File: config.mk
export PLATFORM = sky130hd
export DESIGN_NAME = fetch_unit
export DESIGN_NICKNAME = d
export VERILOG_FILES = /design/src/rtl/fetch_unit_pkg.sv /design/src/rtl/fetch_redirect_mux.sv /design/src/rtl/fetch_unit.sv
export SDC_FILE = /design/constraint.sdc
export NUM_CORES = 1
export LEC_CHECK = 0
export BUFFER_PORTS_ARGS = -buffer_cell sky130_fd_sc_hd__buf_2
export CAP_MARGIN = 20
export CORE_MARGIN = 4
export CORE_UTILIZATION = 55
export CTS_BUF_LIST = sky130_fd_sc_hd__clkbuf_16
export DETAILED_ROUTE_END_ITERATION = 8
export PLACE_DENSITY = 0.94
export RECOVER_POWER = 25
export SLEW_MARGIN = 20
export SYNTH_ARGS = -nofsm -noshare
export SYNTH_HDL_FRONTEND = slang
export SYNTH_SLANG_ARGS = --single-unit
File: constraint.sdc
create_clock -name if_i_clk -period 10.1 [get_ports if_i_clk]
set_input_delay 2.02 -clock if_i_clk [delete_from_list [all_inputs] [get_ports if_i_clk]]
set_output_delay 2.02 -clock if_i_clk [all_outputs]
set_load 0.05 [all_outputs]
File: src/rtl/fetch_unit_pkg.sv
// Shared definitions for the IF-stage fetch unit: widths, reset PC and FSM encoding.
// PC_WIDTH may be overridden from the command line with +define+PC_WIDTH=<n>.

`ifndef PC_WIDTH
`define PC_WIDTH 32
`endif

package fetch_unit_pkg;

  localparam int PC_WIDTH    = `PC_WIDTH;
  localparam int INSTR_WIDTH = 32;

  // First fetch address after reset (truncated to PC_W where used)
  localparam logic [31:0] RESET_PC_DEF = 32'h0000_0000;

  // Fetch FSM encoding
  typedef enum logic [1:0] {
    S_IDLE = 2'd0,
    S_REQ  = 2'd1,
    S_HOLD = 2'd2
  } fetch_state_e;

endpackage

File: src/rtl/fetch_redirect_mux.sv
// Redirect source selection for the fetch unit.
// The EX-stage branch/jr redirect belongs to an older instruction than the
// ID-stage jal, so it wins when both fire together. Targets are word-aligned.

module fetch_redirect_mux
  import fetch_unit_pkg::*;
#(
  parameter int PC_W = PC_WIDTH
) (
  input  logic            jal_change_pc,
  input  logic [PC_W-1:0] jal_pc,
  input  logic            br_change_pc,
  input  logic [PC_W-1:0] br_pc,
  output logic            redirect,
  output logic [PC_W-1:0] target
);

  localparam logic [PC_W-1:0] ALIGN_MASK = ~(PC_W'(2'b11));

  logic [PC_W-1:0] raw_target;

  // Pick the redirect source (branch over jal) and force word alignment
  always_comb begin
    raw_target = {PC_W{1'b0}};
    redirect   = 1'b0;
    if (br_change_pc) begin
      raw_target = br_pc;
      redirect   = 1'b1;
    end else if (jal_change_pc) begin
      raw_target = jal_pc;
      redirect   = 1'b1;
    end else begin
      raw_target = {PC_W{1'b0}};
      redirect   = 1'b0;
    end
    target = raw_target & ALIGN_MASK;
  end

endmodule

File: src/rtl/fetch_unit.sv
// IF-stage PC and instruction-fetch unit.
// Owns the architectural PC, issues req/ack fetches to instruction memory and
// registers {valid, pc, instr} into the IF/ID boundary. Redirects from jal (ID)
// and branch/jr (EX) squash wrong-path fetches; an in-flight request that a
// redirect overtakes is marked to be dropped when its ack arrives.
// Optional feature: define FETCH_SKID_BUF_EN to keep a word acked during a
// stall in a one-entry skid buffer instead of re-fetching it.

module fetch_unit
  import fetch_unit_pkg::*;
#(
  parameter int              PC_W     = PC_WIDTH,
  parameter int              INSTR_W  = INSTR_WIDTH,
  parameter logic [PC_W-1:0] RESET_PC = PC_W'(RESET_PC_DEF)
) (
  input  logic               if_i_clk,
  input  logic               if_i_rst,
  input  logic               if_i_stall,
  input  logic               if_i_jal_change_pc,
  input  logic [PC_W-1:0]    if_i_jal_pc,
  input  logic               if_i_br_change_pc,
  input  logic [PC_W-1:0]    if_i_br_pc,
  output logic               if_o_imem_req,
  output logic [PC_W-1:0]    if_o_imem_addr,
  input  logic               if_i_imem_ack,
  input  logic [INSTR_W-1:0] if_i_imem_rdata,
  output logic               if_o_valid,
  output logic [PC_W-1:0]    if_o_pc,
  output logic [INSTR_W-1:0] if_o_instr,
  output logic               if_o_busy
);

  localparam logic [PC_W-1:0] PC_STEP = PC_W'(3'd4);

  fetch_state_e       state_q;
  fetch_state_e       state_d;
  logic [PC_W-1:0]    pc_q;
  logic [PC_W-1:0]    pc_d;
  logic [PC_W-1:0]    addr_q;
  logic [PC_W-1:0]    addr_d;
  logic               drop_q;
  logic               drop_d;
  logic               valid_q;
  logic               valid_d;
  logic [PC_W-1:0]    ifid_pc_q;
  logic [PC_W-1:0]    ifid_pc_d;
  logic [INSTR_W-1:0] ifid_instr_q;
  logic [INSTR_W-1:0] ifid_instr_d;
  logic               issue;
  logic               redirect;
  logic [PC_W-1:0]    target;
  logic               ack_ok;
`ifdef FETCH_SKID_BUF_EN
  logic [PC_W-1:0]    skid_pc_q;
  logic [PC_W-1:0]    skid_pc_d;
  logic [INSTR_W-1:0] skid_instr_q;
  logic [INSTR_W-1:0] skid_instr_d;
`endif

  fetch_redirect_mux #(
    .PC_W(PC_W)
  ) u_redirect_mux (
    .jal_change_pc (if_i_jal_change_pc),
    .jal_pc        (if_i_jal_pc),
    .br_change_pc  (if_i_br_change_pc),
    .br_pc         (if_i_br_pc),
    .redirect      (redirect),
    .target        (target)
  );

  // An ack only means something while a request is presented
  assign ack_ok = if_i_imem_ack && (state_q == S_REQ);

  // FSM state register
  always_ff @(posedge if_i_clk or posedge if_i_rst) begin
    if (if_i_rst) begin
      state_q <= S_IDLE;
    end else begin
      state_q <= state_d;
    end
  end

  // FSM next state: a clean ack under stall parks in S_HOLD; redirect or unstall leaves it
  always_comb begin
    state_d = state_q;
    case (state_q)
      S_IDLE: begin
        state_d = S_REQ;
      end
      S_REQ: begin
        if (redirect) begin
          state_d = S_REQ;
        end else if (ack_ok && !drop_q && if_i_stall) begin
          state_d = S_HOLD;
        end else begin
          state_d = S_REQ;
        end
      end
      S_HOLD: begin
        if (redirect || !if_i_stall) begin
          state_d = S_REQ;
        end else begin
          state_d = S_HOLD;
        end
      end
      default: begin
        state_d = S_IDLE;
      end
    endcase
  end

  // FSM outputs: the request (and busy) is presented for the whole of S_REQ
  always_comb begin
    if (state_q == S_REQ) begin
      if_o_imem_req = 1'b1;
      if_o_busy     = 1'b1;
    end else begin
      if_o_imem_req = 1'b0;
      if_o_busy     = 1'b0;
    end
  end

  // Datapath next values: PC, drop flag, IF/ID entry, skid buffer and request address
  always_comb begin
    pc_d         = pc_q;
    drop_d       = drop_q;
    valid_d      = valid_q;
    ifid_pc_d    = ifid_pc_q;
    ifid_instr_d = ifid_instr_q;
    issue        = 1'b0;
`ifdef FETCH_SKID_BUF_EN
    skid_pc_d    = skid_pc_q;
    skid_instr_d = skid_instr_q;
`endif
    case (state_q)
      S_IDLE: begin
        issue = 1'b1;
        if (redirect) begin
          pc_d    = target;
          valid_d = 1'b0;
        end else if (!if_i_stall) begin
          valid_d = 1'b0;
        end else begin
          valid_d = valid_q;
        end
      end
      S_REQ: begin
        if (redirect) begin
          // Redirect beats stall and any same-cycle ack; the acked word is discarded
          pc_d    = target;
          valid_d = 1'b0;
          if (ack_ok) begin
            drop_d = 1'b0;
            issue  = 1'b1;
          end else begin
            drop_d = 1'b1;
          end
        end else if (ack_ok) begin
          if (drop_q) begin
            // Wrong-path word: discard and fetch the redirect target
            drop_d = 1'b0;
            issue  = 1'b1;
            if (!if_i_stall) begin
              valid_d = 1'b0;
            end else begin
              valid_d = valid_q;
            end
          end else if (!if_i_stall) begin
            valid_d      = 1'b1;
            ifid_pc_d    = pc_q;
            ifid_instr_d = if_i_imem_rdata;
            pc_d         = pc_q + PC_STEP;
            issue        = 1'b1;
          end else begin
`ifdef FETCH_SKID_BUF_EN
            skid_pc_d    = pc_q;
            skid_instr_d = if_i_imem_rdata;
            pc_d         = pc_q + PC_STEP;
`else
            // Word discarded; the same PC is fetched again once decode frees up
            pc_d = pc_q;
`endif
          end
        end else if (!if_i_stall) begin
          valid_d = 1'b0;
        end else begin
          valid_d = valid_q;
        end
      end
      S_HOLD: begin
        if (redirect) begin
          pc_d    = target;
          valid_d = 1'b0;
          issue   = 1'b1;
`ifdef FETCH_SKID_BUF_EN
          skid_pc_d    = {PC_W{1'b0}};
          skid_instr_d = {INSTR_W{1'b0}};
`endif
        end else if (!if_i_stall) begin
          issue = 1'b1;
`ifdef FETCH_SKID_BUF_EN
          valid_d      = 1'b1;
          ifid_pc_d    = skid_pc_q;
          ifid_instr_d = skid_instr_q;
          skid_pc_d    = {PC_W{1'b0}};
          skid_instr_d = {INSTR_W{1'b0}};
`else
          valid_d = 1'b0;
`endif
        end else begin
          valid_d = valid_q;
        end
      end
      default: begin
        pc_d    = RESET_PC;
        drop_d  = 1'b0;
        valid_d = 1'b0;
        issue   = 1'b0;
      end
    endcase
    // A new request always starts at the post-update PC; otherwise address holds
    if (issue) begin
      addr_d = pc_d;
    end else begin
      addr_d = addr_q;
    end
  end

  // Datapath registers
  always_ff @(posedge if_i_clk or posedge if_i_rst) begin
    if (if_i_rst) begin
      pc_q         <= RESET_PC;
      addr_q       <= {PC_W{1'b0}};
      drop_q       <= 1'b0;
      valid_q      <= 1'b0;
      ifid_pc_q    <= {PC_W{1'b0}};
      ifid_instr_q <= {INSTR_W{1'b0}};
`ifdef FETCH_SKID_BUF_EN
      skid_pc_q    <= {PC_W{1'b0}};
      skid_instr_q <= {INSTR_W{1'b0}};
`endif
    end else begin
      pc_q         <= pc_d;
      addr_q       <= addr_d;
      drop_q       <= drop_d;
      valid_q      <= valid_d;
      ifid_pc_q    <= ifid_pc_d;
      ifid_instr_q <= ifid_instr_d;
`ifdef FETCH_SKID_BUF_EN
      skid_pc_q    <= skid_pc_d;
      skid_instr_q <= skid_instr_d;
`endif
    end
  end

  assign if_o_imem_addr = addr_q;
  assign if_o_valid     = valid_q;
  assign if_o_pc        = ifid_pc_q;
  assign if_o_instr     = ifid_instr_q;

endmodule
Yosys cells after proc, flatten, opt, wreduce, memory -nomap -nowiden
Index checks and enable logic that the tools add are counted.
- register bits after elaboration: 132
- input port bits: 102
- word-level logic and storage cells: 59
- add/sub/neg operators: 1
- bitwise logic cells: 4
- equality and inequality tests: 4
- muxes and demuxes: 33
- reductions and logical operators: 10
- operators by type and width (kind ; count):
    2-to-1 mux 32 bit ; 7
    one-hot mux 32 bit (2 select lines) ; 1
    adder 32 x 3 -> 32 bit, second input constant ; 1
    2-to-1 mux 1 bit ; 18
    2-to-1 mux 2 bit ; 3
    one-hot mux 2 bit (3 select lines) ; 1
    != test 5 bit, second input constant ; 1
    AND reduction 5 bit ; 1
    NOT 1 bit ; 4
    one-hot mux 1 bit (2 select lines) ; 2
    logical AND 1 bit ; 3
    != test 3 bit, second input constant ; 1
    one-hot mux 1 bit (3 select lines) ; 1
    equality test 2 x 1 -> 1 bit, second input constant ; 1
    equality test 2 bit, second input constant ; 1
    logical NOT 1 bit ; 2
    logical NOT 2 bit ; 1
    AND reduction 2 bit ; 1
    OR reduction 2 bit ; 1
    logical OR 1 bit ; 1

Longest topological paths before layout
- depth in word-level cells: 7
- gate-level depth with buffers: 8
- gate-level depth less buffers: 6

By module
A second synthesis with hierarchy kept.
- cell total of the unflattened synthesis: 538
- area, all modules: 6252.2 um2
- modules (own cells, without submodules) (module ; area an instance (um2) ; instances ; cells each):
    fetch_unit ; 5875.6 ; 1 ; 492
    fetch_redirect_mux ; 376.6 ; 1 ; 46

Worst setup path before layout
Ideal clock, no wire load.
- path type: input -> register
- start: input port if_i_stall
- end: register addr_q[27] (netlist: if_o_imem_addr[27])
- data required time: 10.008 ns
- path buffers: 1
- library setup time: 0.092 ns
- cell stages on the path: 6
- path slack: 6.245 ns
- data arrival time: 3.763 ns
- cell sequence: or3b_1 -> buf_6 -> or4_4 -> o41ai_2 -> o41ai_2 -> o31ai_2
- longest elaborated chain between the ends: 5
- elaborated cells on any way between the ends: 11
- ends and longest elaborated chain (item ; line ; source):
    from (decl) ; fetch_unit.sv:18 ; input logic if_i_stall,
    2-to-1 mux 1 bit / 2-to-1 mux 32 bit (equally long branches) ; fetch_unit.sv:168, fetch_unit.sv:199 ;
    2-to-1 mux 1 bit / 2-to-1 mux 32 bit (equally long branches) ; fetch_unit.sv:159 ; if (drop_q) begin
    2-to-1 mux 1 bit / 2-to-1 mux 32 bit (equally long branches) ; fetch_unit.sv:158 ; end else if (ack_ok) begin
    2-to-1 mux 1 bit / 2-to-1 mux 32 bit (equally long branches) ; fetch_unit.sv:148 ; if (redirect) begin
    one-hot mux 1 bit (3 select lines) / one-hot mux 32 bit (2 select lines) (equally long branches) ; fetch_unit.sv:135 ; case (state_q)
    to (signal assigned) ; fetch_unit.sv:233 ; addr_q <= {PC_W{1'b0}};
    to (signal assigned) ; fetch_unit.sv:244 ; addr_q <= addr_d;
    to (decl) ; fetch_unit.sv:39 ; logic [PC_W-1:0] addr_q;
Several ways; a longest one is shown, not always the timed one.
A chain may end at the register's enable or synchronous reset.

Final worst setup path
- start: input port if_i_jal_change_pc
- end: register ifid_instr_q[25] (netlist: if_o_instr[25])
- longest elaborated chain between the ends: 4
- ends and longest elaborated chain (item ; line ; source):
    from (decl) ; fetch_unit.sv:19 ; input logic if_i_jal_change_pc,
    2-to-1 mux 1 bit ; fetch_redirect_mux.sv:29 ; end else if (jal_change_pc) begin
    2-to-1 mux 1 bit ; fetch_redirect_mux.sv:26 ; if (br_change_pc) begin
    NOT 1 bit (no source line) ; - ;
    AND reduction 5 bit (no source line) ; - ;
    to (signal assigned) ; fetch_unit.sv:237 ; ifid_instr_q <= {INSTR_W{1'b0}};
    to (signal assigned) ; fetch_unit.sv:248 ; ifid_instr_q <= ifid_instr_d;
    to (decl) ; fetch_unit.sv:47 ; logic [INSTR_W-1:0] ifid_instr_q;
No other way between the ends.

==> flow_summary.json <==
{
  "grt_max_degree": 77,
  "drc": 0,
  "cp_max_fo": 37,
  "hold_buffers": 0,
  "synth_edf_count": 0,
  "cp_top_family": "buffers and inverters",
  "start_util_pct": 57.24,
  "slew_viol_final": 104,
  "synth.net_count": 673,
  "synth_compound_area_share_pct": 13.42,
  "synth_area_leader_cell": "dfrtp_1",
  "crit_chain": "clkbuf_1 > nor2_1 > clkbuf_1 > nand2_2 > buf_4 > mux2_2",
  "fmax_ghz": 0.1923,
  "relSlewSlack_pct": -118.9,
  "place.gp.congestion": 0.9437,
  "vias": 5629,
  "crit_path_start_kind": "primary input",
  "ys_ff_latch": 132,
  "grt_pass1_wl_um": 29090,
  "cp_data_required_time_ps": 10400,
  "synth.yosys.seq_area_share_pct": 52.09,
  "hold_path_startpoint": "if_o_imem_addr[30]",
  "wl_per_cell_um": 20.63,
  "synth_adder_area_share_pct": 0.1973,
  "ir_worst_vdd_mv": 0.1839,
  "slowest_stage": "clkbuf_1",
  "muxShareOfSynthArea_pct": 14.92,
  "seq_area_um2": 3303,
  "rr_worst_depth": 5,
  "vias_per_cell": 6.227,
  "cts_sinks": 132,
  "htree_levels": 4,
  "rrSetupSlack_ps": 6910,
  "gr-total-overflow": 0,
  "min_path_cells": 2,
  "synth_ff_type": "dfrtp_1",
  "cts_made_buffers": 17,
  "postRouteAntennaNets": 0,
  "ys_types": 67,
  "die-width_um": 115.4,
  "synth.avg_cell_area_um2": 11.12,
  "run_status": "complete, but fails checks",
  "hold_class": "reg -> reg",
  "synth-simple-area-share_pct": 15.13,
  "path_clk_slew_ps": 60,
  "max_stage_delay_ps": 1080,
  "routed_wl_um": 18650,
  "path_common_cell": "clkbuf_1",
  "hold_viol_final": 0,
  "min_period_over_period_pct": 51.49,
  "p_per_area_nw_per_um2": 255.9,
  "cp_num_buf_inv": 3,
  "nets": 855,
  "post-route-min-period_ps": 5201,
  "r2r_end": "if_o_instr[25]",
  "worstSetupEndpointType": "register",
  "grt_setup_unrepaired": "no",
  "cp.arrival_ps": 5500,
  "area_delta_synth_final_pct": 26.24,
  "setup_violations": 0,
  "yosysWarnings": 0,
  "dp_hpwl_um": 12990,
  "rows": 38,
  "cts_root_buf": "clkbuf_16",
  "cts_tree": "yes",
  "synthTopCellsByArea": "dfrtp_1 (52%), mux2_2 (13%), nor2_1 (2.5%)",
  "antenna_found_initial": 0,
  "synthXorXnorAreaFrac_pct": 1.381,
  "synth_top_family_by_area": "simple AND/OR/NAND/NOR gates",
  "netlist_area_um2": 6341,
  "track_usage_pct": 28.48,
  "violations": "capacitance limit, slew limit",
  "layout-drive-gt1-share_pct": 40.45,
  "fin_skew_ps": 4.962,
  "crit_type": "in -> reg",
  "diodes": 0,
  "synth_cells": 570,
  "p_leak_nw": 3.725,
  "whs_endpoint": "if_o_imem_addr[30]",
  "fin_setup_tns_ps": 0,
  "synthTopCellsByCount": "dfrtp_1 (132), mux2_2 (76), nor2_1 (43)",
  "worstMarginPinSlew_ps": 3266,
  "clk_latency_ps": 420,
  "async_reset_ff_share_pct": 100.0,
  "synth_top_area_share_pct": 52.09,
  "drtIter0Drc": 437,
  "rr_startpoint": "state_q[1]",
  "first_pass_iters": 5,
  "cts.repair.resized": 0,
  "die_y_um": 115.4,
  "drv_cap": 2,
  "ios": 201,
  "die-area_um2": 13310,
  "fin_util_pct": 72.26,
  "fill_cells": 770,
  "multiInputGateArea_um2": 2882,
  "yosysMostFrequentCell": "dfrtp_1",
  "grt_pass1_vias": 5813,
  "portBuffers": 196,
  "clock_path_buffers": 2,
  "cts_setup_buffers": 0,
  "coreArea_um2": 11080
}
-- worst max path at each step --
stage / start / to / slack (ps) / cells after the start
after floorplan: if_i_rst / drop_q / 4550 / 1
after global placement: if_i_stall / if_o_imem_addr[27] / 5410 / 6
after detailed placement: if_i_stall / if_o_imem_addr[27] / 5350 / 6
after CTS: state_q[1] / if_o_imem_req / 5570 / 3
after global routing: if_i_jal_change_pc / if_o_instr[25] / 4780 / 6
final: if_i_jal_change_pc / if_o_instr[25] / 4900 / 6
-- state kept, by name (all words and copies together), names as in the netlist --
name and count:
drop_q 1, pc_q 32, if_o_instr 32, if_o_imem_addr 32, if_o_pc 32, if_o_valid 1, state_q 2
-- cell usage in the layout (no fill, tap or decap), types with 6 or more instances in the layout --
| cell | instances |
|---|---|
| buf_2 | 186 |
| clkbuf_1 | 11 |
| dfrtp_1 | 132 |
| a21oi_1 | 18 |
| nor2_1 | 43 |
| nand2_1 | 36 |
| and4_1 | 8 |
| o221ai_1 | 11 |
| mux2_2 | 76 |
| o31ai_1 | 13 |
| nor3_1 | 14 |
| o21ai_0 | 14 |
| mux2i_1 | 9 |
| nand3_1 | 15 |
| xnor2_1 | 7 |
| clkbuf_16 | 17 |
| nand2b_1 | 9 |
| nand4_1 | 10 |
| inv_1 | 6 |
| a31oi_1 | 11 |
| nor4_1 | 12 |
| and3_1 | 8 |
-- worst reg2reg max path, stage by stage, from the launching register on --
cell      delay, ps
dfrtp_1         620
nand2b_1        640
nor2_1          230
nand2_2         620
buf_4           550
mux2_2          420
-- power breakdown --
| group | switching, W | internal (W) |
|---|---|---|
| logic | 0.000520 | 0.000185 |
| clock network | 0.000221 | 0.000405 |
| registers | 0.0000749 | 0.000643 |
| total | 0.000816 | 0.00123 |
-- layer usage --
| metal | global-route usage [%] | routed length, µm | vias up |
|---|---|---|---|
| li1 | - | - | 2492 |
| met1 | 33.61 | 6937 | 2723 |
| met2 | 47.99 | 9181 | 345 |
| met3 | 6.895 | 1747 | 69 |
| met4 | 15.41 | 783 | 0 |
| met5 | 0 | 0 | - |
-- per-stage QoR --
step	area [µm²]	std cells	setup WS, ps	hold WS, ps	total power (W)
2_1_floorplan	6341	570	4554	472.2	0.001239
3_3_place_gp	7388	872	5405	457.1	0.001404
3_5_place_dp	7388	872	5348	465.4	0.001429
4_1_cts	7984	903	5573	478.2	0.002054
5_1_grt	8005	904	4780	500.3	0.002127
6_report	8005	904	4899	475.1	0.002048
-- logic make-up after synthesis --
group	count (synthesis)
adder cells (fa/ha/maj)	1
flip-flops	132
AO/OA/AOI/OAI	116
buffers and inverters	45
multiplexers	85
AND/OR/NAND/NOR	181
XOR/XNOR	10
-- final cells by class --
| cell class | instances | share of cell area [%] |
|---|---|---|
| Inverter | 7 | 0.3439 |
| Clock buffer | 17 | 5.314 |
| Tap cell | 140 | 2.188 |
| Sequential cell | 132 | 41.26 |
| Multi-Input combinational cell | 393 | 36.00 |
| Clock inverter | 14 | 2.126 |
| Timing Repair Buffer | 201 | 12.77 |
Note: power is estimated with default switching activity, not from simulation.
